File: src/rtl/out_logger_pkg.sv
// Shared defaults, record layout and a constant-width helper for the
// out_port_logger slice.
package out_logger_pkg;

  // Default widths/depth of the logger.
  localparam int DATA_W_DEF = 16;
  localparam int TS_W_DEF   = 16;
  localparam int DROP_W_DEF = 8;
  localparam int DEPTH_DEF  = 8;

  // Record layout for the default widths: {timestamp, value}.
  localparam int REC_W_DEF      = TS_W_DEF + DATA_W_DEF;
  localparam int REC_VAL_LSB    = 0;
  localparam int REC_VAL_MSB    = DATA_W_DEF - 1;
  localparam int REC_TS_LSB     = DATA_W_DEF;
  localparam int REC_TS_MSB     = TS_W_DEF + DATA_W_DEF - 1;

  // Ceiling log2, for sizing pointers and the occupancy counter.
  function automatic int clog2(input int value);
    int r;
    r = 0;
    while ((1 << r) < value) begin
      r = r + 1;
    end
    return r;
  endfunction

endpackage

File: src/rtl/sync_fifo_fwft.sv
// Synchronous first-word-fall-through FIFO. The head entry is presented on
// rdata whenever rvalid is high; a pop advances to the next entry. A push
// into a full FIFO is only accepted when a pop happens on the same edge.
module sync_fifo_fwft
  import out_logger_pkg::*;
#(
  parameter int DEPTH = 8,
  parameter int WIDTH = 32
) (
  input  logic                    clk,
  input  logic                    rst,
  input  logic                    push,
  input  logic [WIDTH-1:0]        wdata,
  input  logic                    pop,
  output logic [WIDTH-1:0]        rdata,
  output logic                    rvalid,
  output logic [clog2(DEPTH):0]   level,
  output logic                    full
);

  localparam int AW = clog2(DEPTH);

  logic [WIDTH-1:0] mem [DEPTH];
  logic [AW-1:0]    wr_ptr;
  logic [AW-1:0]    rd_ptr;
  logic [AW:0]      cnt;
  logic             empty;
  logic             do_push;
  logic             do_pop;

  // Full/empty come from the occupancy count, so pointers can wrap freely.
  always_comb begin
    empty   = (cnt == '0);
    full    = (cnt == (AW+1)'(DEPTH));
    do_pop  = pop && !empty;
    do_push = push && (!full || do_pop);
  end

  // Pointer and occupancy bookkeeping.
  always_ff @(posedge clk or posedge rst) begin
    if (rst) begin
      wr_ptr <= '0;
      rd_ptr <= '0;
      cnt    <= '0;
    end else begin
      if (do_push) wr_ptr <= wr_ptr + AW'(1);
      if (do_pop)  rd_ptr <= rd_ptr + AW'(1);
      case ({do_push, do_pop})
        2'b10:   cnt <= cnt + (AW+1)'(1);
        2'b01:   cnt <= cnt - (AW+1)'(1);
        default: cnt <= cnt;
      endcase
    end
  end

  // Storage needs no reset: contents are only visible while cnt is nonzero.
  always_ff @(posedge clk) begin
    if (do_push) mem[wr_ptr] <= wdata;
  end

  // Head presentation; zero when empty so nothing stale leaks out.
  always_comb begin
    rvalid = !empty;
    rdata  = empty ? '0 : mem[rd_ptr];
    level  = cnt;
  end

endmodule

File: src/rtl/out_port_logger.sv
// Watches the CPU out bus, records every change with a free-running cycle
// timestamp and hands the records to a debug sink. The core is never
// stalled: when the buffer is full, new records are dropped and counted.
//
// Handshake: rec_valid/rec_data describe the oldest buffered record. A
// record is transferred on a rising edge where rec_valid and rec_ready are
// both high. While rec_valid is high and rec_ready low, rec_data holds and
// rec_valid stays high; rec_valid never depends on rec_ready.
module out_port_logger
  import out_logger_pkg::*;
#(
  parameter int DATA_W = DATA_W_DEF,
  parameter int TS_W   = TS_W_DEF,
  parameter int DEPTH  = DEPTH_DEF,
  parameter int DROP_W = DROP_W_DEF
) (
  input  logic                     clk,
  input  logic                     rst,
  input  logic [DATA_W-1:0]        cpu_out,
  input  logic                     en,
  output logic                     rec_valid,
  input  logic                     rec_ready,
  output logic [TS_W+DATA_W-1:0]   rec_data,
  output logic [clog2(DEPTH):0]    level,
  output logic                     overflow,
  output logic [DROP_W-1:0]        drop_cnt,
  input  logic                     ovf_clr
);

  logic [TS_W-1:0]        ts;
  logic [DATA_W-1:0]      last;
  logic                   armed;
  logic                   capture;
  logic                   pop;
  logic                   full;
  logic                   drop;
  logic [TS_W+DATA_W-1:0] rec_in;

  // Capture on the first enabled edge after reset, then only on changes.
  // A full FIFO with no pop on the same edge turns the capture into a drop.
  always_comb begin
    capture = en && (armed || (cpu_out != last));
    pop     = rec_valid && rec_ready;
    drop    = capture && full && !pop;
    rec_in  = {ts, cpu_out};
  end

  // Free-running timestamp; wraps naturally and ignores en.
  always_ff @(posedge clk or posedge rst) begin
    if (rst) ts <= '0;
    else     ts <= ts + TS_W'(1);
  end

  // Change detector state; last follows captures even when they are dropped
  // so a held value cannot retrigger later.
  always_ff @(posedge clk or posedge rst) begin
    if (rst) begin
      last  <= '0;
      armed <= 1'b1;
    end else if (capture) begin
      last  <= cpu_out;
      armed <= 1'b0;
    end
  end

  // Sticky overflow and saturating drop count; a drop beats a clear.
  always_ff @(posedge clk or posedge rst) begin
    if (rst) begin
      overflow <= 1'b0;
      drop_cnt <= '0;
    end else if (drop) begin
      overflow <= 1'b1;
      if (ovf_clr)
        drop_cnt <= DROP_W'(1);
      else if (drop_cnt != {DROP_W{1'b1}})
        drop_cnt <= drop_cnt + DROP_W'(1);
    end else if (ovf_clr) begin
      overflow <= 1'b0;
      drop_cnt <= '0;
    end
  end

  sync_fifo_fwft #(
    .DEPTH (DEPTH),
    .WIDTH (TS_W + DATA_W)
  ) u_fifo (
    .clk    (clk),
    .rst    (rst),
    .push   (capture),
    .wdata  (rec_in),
    .pop    (pop),
    .rdata  (rec_data),
    .rvalid (rec_valid),
    .level  (level),
    .full   (full)
  );

endmodule

File: config.mk
export PLATFORM = sky130hd
export DESIGN_NAME = out_port_logger
export DESIGN_NICKNAME = d
export VERILOG_FILES = /design/src/rtl/out_logger_pkg.sv /design/src/rtl/sync_fifo_fwft.sv /design/src/rtl/out_port_logger.sv
export SDC_FILE = /design/constraint.sdc
export NUM_CORES = 1
export LEC_CHECK = 0
export BUFFER_PORTS_ARGS = -buffer_cell sky130_fd_sc_hd__buf_2
export CORE_MARGIN = 2
export CORE_UTILIZATION = 30
export CTS_CLUSTER_SIZE = 24
export DETAILED_ROUTE_END_ITERATION = 6
export GPL_ROUTABILITY_DRIVEN = 1
export PLACE_DENSITY = 0.49
export SYNTH_ARGS = -nofsm -noshare
export SYNTH_HDL_FRONTEND = slang
export SYNTH_SLANG_ARGS = --single-unit
File: constraint.sdc
create_clock -name clk -period 14.9 [get_ports clk]
set_input_delay 0 -clock clk [delete_from_list [all_inputs] [get_ports clk]]
set_output_delay 0 -clock clk [all_outputs]
set_load 0.05 [all_outputs]
-- Yosys cells after proc, flatten, opt, wreduce, memory -nomap -nowiden
Memory sizes are Yosys's and may differ from the RTL's.
Cells that the tools add are included.
- reduce and logical (&&, ||, !) cells: 16
- multiplexer cells: 10
- equality and inequality tests: 5
- add/sub/neg operators: 6
- operators by type and width (operator ; number):
    32-bit 2-to-1 mux ; 1
    8-bit 2-to-1 mux ; 4
    16-bit by 1-bit adder with 16-bit output (second input constant) ; 1
    16-bit inequality test ; 1
    8-bit by 1-bit adder with 8-bit output (second input constant) ; 1
    8-bit inequality test (second input constant) ; 1
    4-bit case mux with 2 select lines ; 1
    3-bit by 1-bit adder with 3-bit output (second input constant) ; 2
    1-bit logical AND ; 6
    2-bit nonzero test ; 3
    4-bit by 1-bit adder with 4-bit output (second input constant) ; 1
    4-bit == test (second input constant) ; 1
    4-bit logical NOT ; 1
    1-bit 2-to-1 mux ; 4
    4-bit by 1-bit subtractor with 4-bit output (second input constant) ; 1
    1-bit logical NOT ; 3
    2-bit by 1-bit == test with 1-bit output (second input constant) ; 1
    2-bit == test (second input constant) ; 1
    1-bit logical OR ; 2
    2-bit AND reduction ; 1
- output and inout port bits: 46
- flip-flop bits (word level): 52
- word-level logic and storage cells: 46
- bits in writable memories: 256
- memories: 1
- bits of input ports: 21
- memories (memory ; words ; bits a word ; read ports ; clocked after memory_dff ; write ports ; RTL line ; text):
    u_fifo.mem ; 8 ; 32 ; 1 ; 0 ; 1 ; sync_fifo_fwft.sv:23 ; logic [WIDTH-1:0] mem [DEPTH];

-- Longest topological paths before layout
- depth in word-level cells: 8
- depth in mapped cells: 15
- depth with buffers taken out: 13

-- Modules after synthesis
A second synthesis with hierarchy kept.
- cells, all modules: 652
- area total of the unflattened synthesis: 12420.7 um^2
- by module, submodules not included (module ; area each (um^2) ; sequential area each (um^2) ; cells an instance ; instances):
    sync_fifo_fwft ; 10386.2 ; 7937.6 ; 477 ; 1
    out_port_logger ; 2034.5 ; 1052.3 ; 175 ; 1

-- Least setup slack after synthesis
Ideal clock, no wire load.
- path type: register to register
- start point: register u_fifo.cnt[0], in the netlist u_fifo.level[0]
- end point: memory u_fifo.mem[4][0], enable pin
- arrival: 4696 ps
- setup slack: 9691 ps
- period minus slack after synthesis: 5209 ps
- required time: 14387 ps
- stages on the path, launching flop included: 6
- path buffers: 1
- library setup time: 513 ps
- cells stage by stage: dfrtp_1 nor3_1 nand3_1 o211ai_1 buf_4 nor4b_1
- longest elaborated chain between the ends: 8
- elaborated cells on any way between the ends: 10
- classes of those cells: 1 x eq/ne; 2 x mux; 7 x reduce/logical
- RTL lines (item ; RTL line ; text):
    start: declaration ; sync_fifo_fwft.sv:26 ; logic [AW:0] cnt;
    start signal: assignment ; sync_fifo_fwft.sv:49 ; 2'b10: cnt <= cnt + (AW+1)'(1);
    start signal: assignment ; sync_fifo_fwft.sv:50 ; 2'b01: cnt <= cnt - (AW+1)'(1);
    start signal: assignment ; sync_fifo_fwft.sv:51 ; default: cnt <= cnt;
    4-bit logical NOT ; sync_fifo_fwft.sv:33 ; empty = (cnt == '0);
    1-bit logical NOT ; sync_fifo_fwft.sv:35, sync_fifo_fwft.sv:63 ;
    1-bit logical AND ; out_port_logger.sv:43 ; pop = rec_valid && rec_ready;
    1-bit logical AND ; sync_fifo_fwft.sv:35 ; do_pop = pop && !empty;
    1-bit logical OR (*) ; sync_fifo_fwft.sv:36 ; do_push = push && (!full || do_pop);
    1-bit logical AND (*) ; sync_fifo_fwft.sv:36 ;
    1-bit 2-to-1 mux (*) ; sync_fifo_fwft.sv:58 ; if (do_push) mem[wr_ptr] <= wdata;
    1-bit 2-to-1 mux (not written as such) (*) ; sync_fifo_fwft.sv:58 ;
    end: declaration ; sync_fifo_fwft.sv:23 ;
Every way passes the cells marked *; elsewhere a longest branch is shown, timed or not.

-- Worst setup path in the final report
- start point: register last[13]
- end point: register u_fifo.cnt[3], in the netlist u_fifo.level[3]
- longest elaborated chain between the ends: 6
- elaborated cells on any way between the ends: 8
- classes of those cells: 3 x eq/ne; 1 x mux; 4 x reduce/logical
- RTL lines (item ; RTL line ; text):
    start: declaration ; out_port_logger.sv:31 ; logic [DATA_W-1:0] last;
    start signal: assignment ; out_port_logger.sv:61 ; last <= cpu_out;
    16-bit inequality test (*) ; out_port_logger.sv:42 ; capture = en && (armed || (cpu_out != last));
    1-bit logical OR (*) ; out_port_logger.sv:42 ;
    1-bit logical AND (*) ; out_port_logger.sv:42 ;
    1-bit logical AND (*) ; sync_fifo_fwft.sv:36 ;
    2-bit by 1-bit == test with 1-bit output or 2-bit == test (tied branches) ; sync_fifo_fwft.sv:48 ; case ({do_push, do_pop})
    4-bit case mux with 2 select lines or 2-bit nonzero test (tied branches) ; n/a ;
Marked as above.
A chain may end at the register's enable or synchronous reset.

==> flow_summary.ini <==
[outcome]
status = finished, final reports clean

[pwr]
p_switching_mw = 1.06
power_density_nw_per_um2 = 199
peakVddDrop_mv = 0.0966
intPower_mw = 1.86
swShare_pct = 36.4
total_power_mw = 2.93
power_frac_seq_pct = 38.8
leakage_nw = 5.27
clock_power_share_pct = 28.0
p_comb_share_pct = 33.2

[layout]
area_delta_synth_final_pct = 19.7
final_util_pct = 36.2
n_antenna_cell = 0
layout_common_cells = 256 x edfxtp_1, 66 x buf_2, 64 x mux4_2
n_fill_cell = 3783
nets = 785
final_common_cell = edfxtp_1
drive_above_1_share_pct = 29.8
stdcell_count = 1316
finalInstanceArea_um2 = 14700

[critical_path]
crit_path_max_fanout = 16
worstReg2RegStart = last[13]
r2r_cells = 13
cpMostUsedCell = xor2_1
cp_slowest_cell = o21ai_4
startpoint = last[13]
cp.arrival_ps = 3790
crit_chain = xor2_1 > nor4_2 > nand4_2 > o21ai_4 > nand2_1 > inv_1 > ha_1 > a21o_1 > a211o_1 > nor4_1 > a21oi_1 > o31ai_1 > xor2_1
crit_required_ps = 15330
crit_path_start_kind = flop
reg2reg_to = u_fifo.level[3]
cp_slowest_stage_delay_ps = 540
endpoint_kind = flop
worstSetupPathType = flop to flop
rrSetupSlack_ps = 11540

[sta]
period_share_pct = 22.6
min_period_ps = 3360
fmax_mhz = 297
fin_worst_skew_ps = 23.7
setup_viol = 0
tns_ps = 0
max_slew.worst_pin.slew_ps = 953
fin_ws_ps = 11540
slew-limit-headroom_pct = 36.4
rsz0062_at_grt = false
slew_violations = 0
hold_viol = 0
whs_ps = 222

[synthesis]
synthDominantCellAreaShare_pct = 62.5
netlist_instances = 639
ys_warn_count = 0
synth_area_leader_cell = edfxtp_1
avgSynthCellArea_um2 = 19.2
synthesis.nets = 667
synthTopCellsByArea = edfxtp_1 63%, mux4_2 12%, dfrtp_1 10%
syn_area_um2 = 12300
synth.distinct_cells = 46
seq_area_frac_synth_pct = 73.1
ys_ff_latch = 308

[drt]
finalWirelength_um = 26200
drc = 0
drt-wirelength-per-cell_um = 19.9
drtIter0Drc = 241
ant_nets = 0
routed-via-count = 6136
firstDrtPassIters = 4
viasPerCell = 4.66

[cts]
clk_path_buf_depth = 3
cts_root_buf = clkbuf_16
cts_tree = built
postCtsSetupBuffers = 0
cts.clk_slew.worst_paths_ps = 60
h-tree-depth = 2
cts.sinks = 308
clkLatencyLatePin_ps = 520
cts_buffers = 35

[floorplan]
dieArea_um2 = 42600
die_x_um = 206
core-area_um2 = 40600
die_h_um = 206
rows = 74
initial_core_util_pct = 30.2
ios = 67

[global_route]
top_usage_layer = met2
met1_usage_pct = 17.4
grt_overflow = 0
grt_usage_pct = 12.6
grt_max_degree = 53
use_met2_pct = 20.6
grt_pass1_vias = 6394
antenna_found_initial = 0
use_met3_pct = 2.08
grt_pass1_wl_um = 39900

[placed_design]
hpwl_um = 15000
dp_slack_ps = 11560
globalplace.congestion = 0.738
io_buffer_count = 66
placedCellCount = 1232
dpl_cell_area_um2 = 13400

[min_path]
worst_hold_path_type = input port to async pin

[job]
cap_viol_max_count = 0
[logic make-up after synthesis]
group	Yosys count	share of synthesized area, %
flops	308	73.1
mux	117	16.2
simple gates	106	4.38
xor+xnor	39	2.78
buf+inv	39	1.35
compound gates	23	1.36
fa+ha+maj	7	0.773
[repair_timing]
action                    4_1_cts  5_1_grt
hold endpoints to repair      208        0
hold buffers                   20        0
gates resized for setup         0        0
[area by class of cell]
cell class,count,area [um^2],area share [%]
Timing Repair Buffer,108,696,4.73
Inverter,12,45.0,0.306
Clock buffer,51,986,6.70
Sequential cell,308,9000,61.1
Tap cell,532,666,4.52
Multi-Input combinational cell,292,3200,21.7
Clock inverter,13,131,0.893
[Yosys cell counts (all sizes together)]
cell,count
nand2,16
mux2,20
nor2b,3
nand3,9
or3,3
o21a,1
o2bb2ai,1
nand4,6
dfstp,1
dfrtp,51
and4,3
o21ai,5
o2111ai,2
nor3,3
nor4b,4
mux4,64
a211o,1
or2,1
a21o,1
buf,14
o211ai,2
o22ai,1
mux2i,33
o31ai,1
and2,2
xor2,18
nor2,45
ha,6
clkbuf,13
o41ai,1
a21oi,6
and3,3
nor4,8
fa,1
xnor2,21
edfxtp,256
inv,12
o31a,1
[worst max-delay path: cells and delay by family (launching register included)]
| family | cells | cell delay [ps] |
|---|---|---|
| compound gates | 5 | 1220 |
| xor+xnor | 2 | 330 |
| fa+ha+maj | 1 | 230 |
| buf+inv | 1 | 120 |
| flops | 1 | 380 |
| simple gates | 4 | 980 |
[state kept, by name, summed over array words and instances, names as in the netlist]
register and cells:
armed 1, u_fifo.rd_ptr 3, ts 16, last 16
overflow 1, u_fifo.mem 256, u_fifo.wr_ptr 3, drop_cnt 8
u_fifo.level 4
[how the worst max path moves through the flow]
stage / endpoint / slack (ps) / cells past startpoint
6_report: u_fifo.level[3] / 11540 / 13
5_1_grt: u_fifo.level[3] / 11270 / 13
4_1_cts: rec_data[16] / 11450 / 5
3_5_place_dp: u_fifo.level[3] / 11560 / 13
3_3_place_gp: u_fifo.level[3] / 11570 / 13
2_1_floorplan: u_fifo.mem[4][0] / 9690 / 5
[routing by layer]
metal / vias up / routed length, um
met5: - / 0
met4: 0 / 497
met3: 39 / 845
met2: 92 / 12600
met1: 3237 / 12300
li1: 2768 / -
[power groups by stage]
stage	clock, mW	combinational (mW)	sequential (mW)
4_1_cts	0.847	1.00	1.14
6_report	0.820	0.972	1.14
3_5_place_dp	0	0.997	1.16
3_3_place_gp	0	0.999	1.15
2_1_floorplan	0	0.747	1.13
5_1_grt	0.883	1.05	1.15
(Power assumes the default switching activity.)
